===== config.mk =====
export PLATFORM = sky130hd
export DESIGN_NAME = somador_serial_param
export DESIGN_NICKNAME = d
export VERILOG_FILES = /design/src/rtl/somador_serial_param.sv
export SDC_FILE = /design/constraint.sdc
export NUM_CORES = 1
export LEC_CHECK = 0
export CORE_MARGIN = 2
export CORE_UTILIZATION = 52
export DETAILED_ROUTE_END_ITERATION = 10
export PLACE_DENSITY = 0.9
export SYNTH_ARGS = -nofsm -noshare
export SYNTH_HDL_FRONTEND = slang
export SYNTH_SLANG_ARGS = --single-unit

===== constraint.sdc =====
create_clock -name clk -period 3.1 [get_ports clk]
set_input_delay 0.465 -clock clk [delete_from_list [all_inputs] [get_ports clk]]
set_output_delay 0.465 -clock clk [all_outputs]
set_load 0.02 [all_outputs]

===== src/rtl/somador_serial_param.sv =====
// Digit-serial adder/subtractor: one DIGITO-bit adder slice reused over LARGURA/DIGITO cycles,
// with valid/ready handshakes on both sides.
module somador_serial_param #(
    parameter int LARGURA = 16,
    parameter int DIGITO  = 4
) (
    input  logic               clk,
    input  logic               reset,
    input  logic               in_valido,
    output logic               in_pronto,
    input  logic [LARGURA-1:0] a,
    input  logic [LARGURA-1:0] b,
    input  logic               cin,
    input  logic               sub,
    output logic               out_valido,
    input  logic               out_pronto,
    output logic [LARGURA-1:0] soma,
    output logic               carry_out,
    output logic               overflow
);

    localparam int PASSOS = LARGURA / DIGITO;
    localparam int CW     = (PASSOS > 1) ? $clog2(PASSOS) : 1;
    localparam logic [CW-1:0] ULTIMO = CW'(PASSOS - 1);

    if (LARGURA < 1 || DIGITO < 1 || (LARGURA % DIGITO) != 0) begin : g_param_chk
        $error("somador_serial_param: DIGITO must divide LARGURA exactly");
    end

    typedef enum logic [1:0] {
        OCIOSO  = 2'd0,
        CALCULA = 2'd1,
        PRONTO  = 2'd2
    } estado_t;

    estado_t            estado, prox_estado;
    logic [CW-1:0]      passo;
    logic               carry_q;
    logic [LARGURA-1:0] reg_a, reg_b, acc;

    logic [DIGITO-1:0]  dig_a, dig_b, dig_s;
    logic               dig_c, c_msb;
    logic [LARGURA-1:0] acc_prox;

    // One digit slice; carry into the digit MSB is recovered from the MSB sum bit.
    always_comb begin
        dig_a = reg_a[int'(passo)*DIGITO +: DIGITO];
        dig_b = reg_b[int'(passo)*DIGITO +: DIGITO];
        {dig_c, dig_s} = {1'b0, dig_a} + {1'b0, dig_b} + {{DIGITO{1'b0}}, carry_q};
        c_msb = dig_a[DIGITO-1] ^ dig_b[DIGITO-1] ^ dig_s[DIGITO-1];
        acc_prox = acc;
        acc_prox[int'(passo)*DIGITO +: DIGITO] = dig_s;
    end

    always_comb begin
        prox_estado = estado;
        in_pronto   = 1'b0;
        out_valido  = 1'b0;
        unique case (estado)
            OCIOSO: begin
                in_pronto = 1'b1;
                if (in_valido) prox_estado = CALCULA;
            end
            CALCULA: begin
                if (passo == ULTIMO) prox_estado = PRONTO;
            end
            PRONTO: begin
                out_valido = 1'b1;
                if (out_pronto) prox_estado = OCIOSO;
            end
            default: prox_estado = OCIOSO;
        endcase
    end

    always_ff @(posedge clk or posedge reset) begin
        if (reset) begin
            estado    <= OCIOSO;
            passo     <= '0;
            carry_q   <= 1'b0;
            soma      <= '0;
            carry_out <= 1'b0;
            overflow  <= 1'b0;
        end else begin
            estado <= prox_estado;
            case (estado)
                OCIOSO: begin
                    if (in_valido) begin
                        passo   <= '0;
                        carry_q <= sub ? ~cin : cin;
                    end
                end
                CALCULA: begin
                    carry_q <= dig_c;
                    passo   <= passo + 1'b1;
                    // soma is loaded only with the finished word
                    if (passo == ULTIMO) begin
                        soma      <= acc_prox;
                        carry_out <= dig_c;
                        overflow  <= c_msb ^ dig_c;
                    end
                end
                default: ;
            endcase
        end
    end

    // Operand and partial-result storage needs no reset: every digit is rewritten per operation.
    always_ff @(posedge clk) begin
        if (estado == OCIOSO && in_valido) begin
            reg_a <= a;
            reg_b <= sub ? ~b : b;
        end
        if (estado == CALCULA) acc <= acc_prox;
    end

endmodule

==> summary.md <==
| Metric | Value |
|---|---|
| Mapped Cells | `228` |
| First-pass GRT wire length | `9646 um` |
| Clock sink count | `between 70 and 80` |
| FF+latch count, synth | `71` |
| Combinational share of power | `0.490` |
| Post-Syn Area per Cell | `14.15 um^2` |
| FILL cells | `approximately 430` |
| Initial core utilization | `0.5418` |
| DR WL/cell | `16.13 um` |
| Die X | `82.78 um` |
| DRT Pass-1 Iters | `5` |
| Crit path max-delay family | `adder cells` |
| # rows | `28` |
| Clock root cell | `clkbuf_8` |
| Vias in the first global route | `just over 2000` |
| Number of vias per cell | `~5.4` |
| Flop pwr share | `0.365` |
| Crit path required time | `3.34 ns` |
| Run status | `finished, final reports clean` |
| ANT nets after route | `0` |
| Worst EP arrival | `around 3.0 ns` |
| Worst rel slew slack | `0.3890` |
| Count leader, synth | `edfxtp_1` |
| Int Pwr | `roughly 0.0027 W` |
| Switching portion of total power | `0.3829` |
| # placed instances | `358` |
| Ys Warns | `0` |
| Crit-path max FO | `4` |
| Die footprint | `between 0.006 and 0.007 mm^2` |
| Wirelength, routed | `6032 um` |
| Clk pin slew, worst setup/hold paths | `0.07 ns` |
| Share of the synthesized area in the top cell type | `0.4467` |
| Clock buffer depth | `2` |
| Skew-Pair Late Insertion Delay | `0.35 ns` |
| Setup Fix Bufs, Post-CTS | `0` |
| Fmax | `361.4 MHz` |
| Pin count of the biggest net entering global routing | `37` |
| Hold depth | `2` |
| Number of DRC markers in iteration 0 | `110` |
| Initial antenna violation count | `0` |
| Worst path bufs/invs | `0` |
| Hold Path Class | `register to register` |
| Top Ports | `58` |
| Final hold viol count | `0` |
| DR vias | `~2000` |
| Period Utilization, post-route | `0.8925` |
| Synth cell types | `35` |
| Slowest Stage Delay on Critical Path | `0.55 ns` |
| Cts bufs inserted | `9` |
| Seq/Total Area, Yosys | `0.6250` |
| GP Congestion | `around 0.81` |
| Hold WS | `0.4762 ns` |
| Worst Reg-to-Reg Cells | `6` |
| Ranking of synthesized cells by area | `edfxtp_1 (45%), dfrtp_1 (18%), mux4_2 (5.6%)` |
| CTS tree | `done` |
| Hold Buf Count CTS | `0` |
| Worst Setup Start Kind | `register` |
| Syn Nets | `between 200 and 300` |
| Minimum clock period | `2.767 ns` |
| Net count, final | `343` |
| DP HPWL | `4505 um` |
| Post-cts sizing count | `0` |
| Gr ovfl total | `0` |
| IO Port Bufs | `57` |
| Setup violators final | `0` |
| Critical path class | `register to register` |
| P_sw | `0.001667 W` |
| Top FF cell, synth | `edfxtp_1` |
| CP dominant cell by count | `fa_1` |
| Final std cells w/o fill | `374` |
| DR DRC count | `0` |
| Clk pwr share | `0.145` |
| Maxcap violations | `0` |
| P_leak | `~1.6 nW` |
| Vert. Die Dim | `82.78 um` |
| Levels on crit path | `6` |
| Power per cell area | `between 1000 and 1500 mW/mm^2` |
| GRT Total Usage | `0.1997` |
| Core area | `~0.006 mm^2` |
| Crit-path cells | `mux4_2 > fa_1 > fa_1 > xnor2_1 > o22ai_1 > mux2_2` |
| Max-slew violation count | `0` |
| Worst setup EP type | `register` |
| Yosys top cell by area | `edfxtp_1` |
| Post-synth EDFFs | `48` |
| Clock skew | `0.01101 ns` |
| Layout cells sized above 1 | `0.1137` |
| Synth-to-Final Area Change | `25.63%` |
| Max H-tree Level | `3` |
| Mapped Area | `0.003227 mm^2` |
| Sum Neg Setup Slack | `0 ns` |
| Crit-path slowest cell | `mux4_2` |
| Worst-Margin Slew | `0.9155 ns` |
| Maximum vdd drop | `around 0.00054 V` |
| Most frequent cells after synthesis | `edfxtp_1 (48), inv_1 (24), dfrtp_1 (23)` |
| RSZ-0062 raised after global routing | `no` |
| Antenna cells | `0` |
| Async set or reset register ratio after synthesis | `0.3239` |
[worst paths after layout]
| path | from | end | slack [ns] |
|---|---|---|---|
| min | soma[4] | soma[4] | 0.48 |
| max | passo[0] | soma[2] | 0.33 |
| min reg2reg | soma[4] | soma[4] | 0.48 |
| max in group asynchronous | reset | estado[1] | 1.91 |
| max reg2reg | passo[0] | soma[2] | 0.33 |
| min in group asynchronous | reset | soma[12] | 0.61 |
[registers in the layout, summed over array words and instances (netlist names)]
name       flops
reg_a         16
carry_out      1
reg_b         16
acc           16
overflow       1
carry_q        1
passo          2
soma          16
estado         2
[area by class of cell]
type,instances,area [um^2],area share
flip-flops and latches,71,2017,0.4975
multi-input cells,125,1064,0.2623
repair buffers,63,628.1,0.1549
clock buffers,15,156.4,0.03858
well taps,75,93.84,0.02315
inverters,24,90.09,0.02222
clock inverters,1,5.005,0.001235
[stage by stage]
stage / utilization / setup slack (ns) / total power [W] / instance area (um^2)
global placement: 0.6536 / 0.4343 / 0.003639 / 3892
CTS: 0.6807 / 0.2920 / 0.004379 / 4054
detailed placement: 0.6536 / 0.3104 / 0.003758 / 3892
global route: 0.6807 / 0.1999 / 0.004613 / 4054
floorplan: - / 0.3234 / 0.003058 / 3227
finish: 0.6807 / 0.3333 / 0.004353 / 4054
[cells by family after synthesis]
group	after synthesis	synth area share
compound gates	44	0.09151
xor+xnor	20	0.06010
fa+ha+maj	11	0.04731
buf+inv	32	0.04536
flops	71	0.6250
mux	13	0.07328
simple gates	37	0.05739
[tightest hold or removal path, cell delays in order (launching register included)]
cell and delay [ns]:
dfrtp_1 0.34, nand2_1 0.05, o21ai_0 0.06
[layout by cell type, fill, tap and decap left out, drive strengths merged, types with 3 or more instances in the layout]
master	instances
mux2	5
xnor2	3
ha	9
o22ai	4
nor2	8
dfrtp	23
clkdlybuf4s50	57
edfxtp	48
inv	24
o31ai	5
o21ai	15
clkbuf	15
xor2	17
buf	6
a21oi	7
mux4	8
nand2	13
nand2b	4
and2	3
a2bb2oi	8
[routing by layer]
metal / GRT usage / up-vias / share of wire
li1: - / 957 / -
met3: 0.05087 / 12 / 0.054
met5: 0 / - / 0
met4: 0.1033 / 0 / 0.021
met2: 0.3460 / 70 / 0.50
met1: 0.2282 / 963 / 0.42
[power groups by stage]
stage / registers, W / clock network, W / logic (W)
2_1_floorplan: 0.00169 / 0 / 0.00137
3_3_place_gp: 0.00159 / 0 / 0.00205
3_5_place_dp: 0.00161 / 0 / 0.00215
4_1_cts: 0.00159 / 0.000636 / 0.00215
5_1_grt: 0.00162 / 0.000672 / 0.00232
6_report: 0.00159 / 0.000632 / 0.00213
Note: power is estimated with default switching activity, not from simulation.
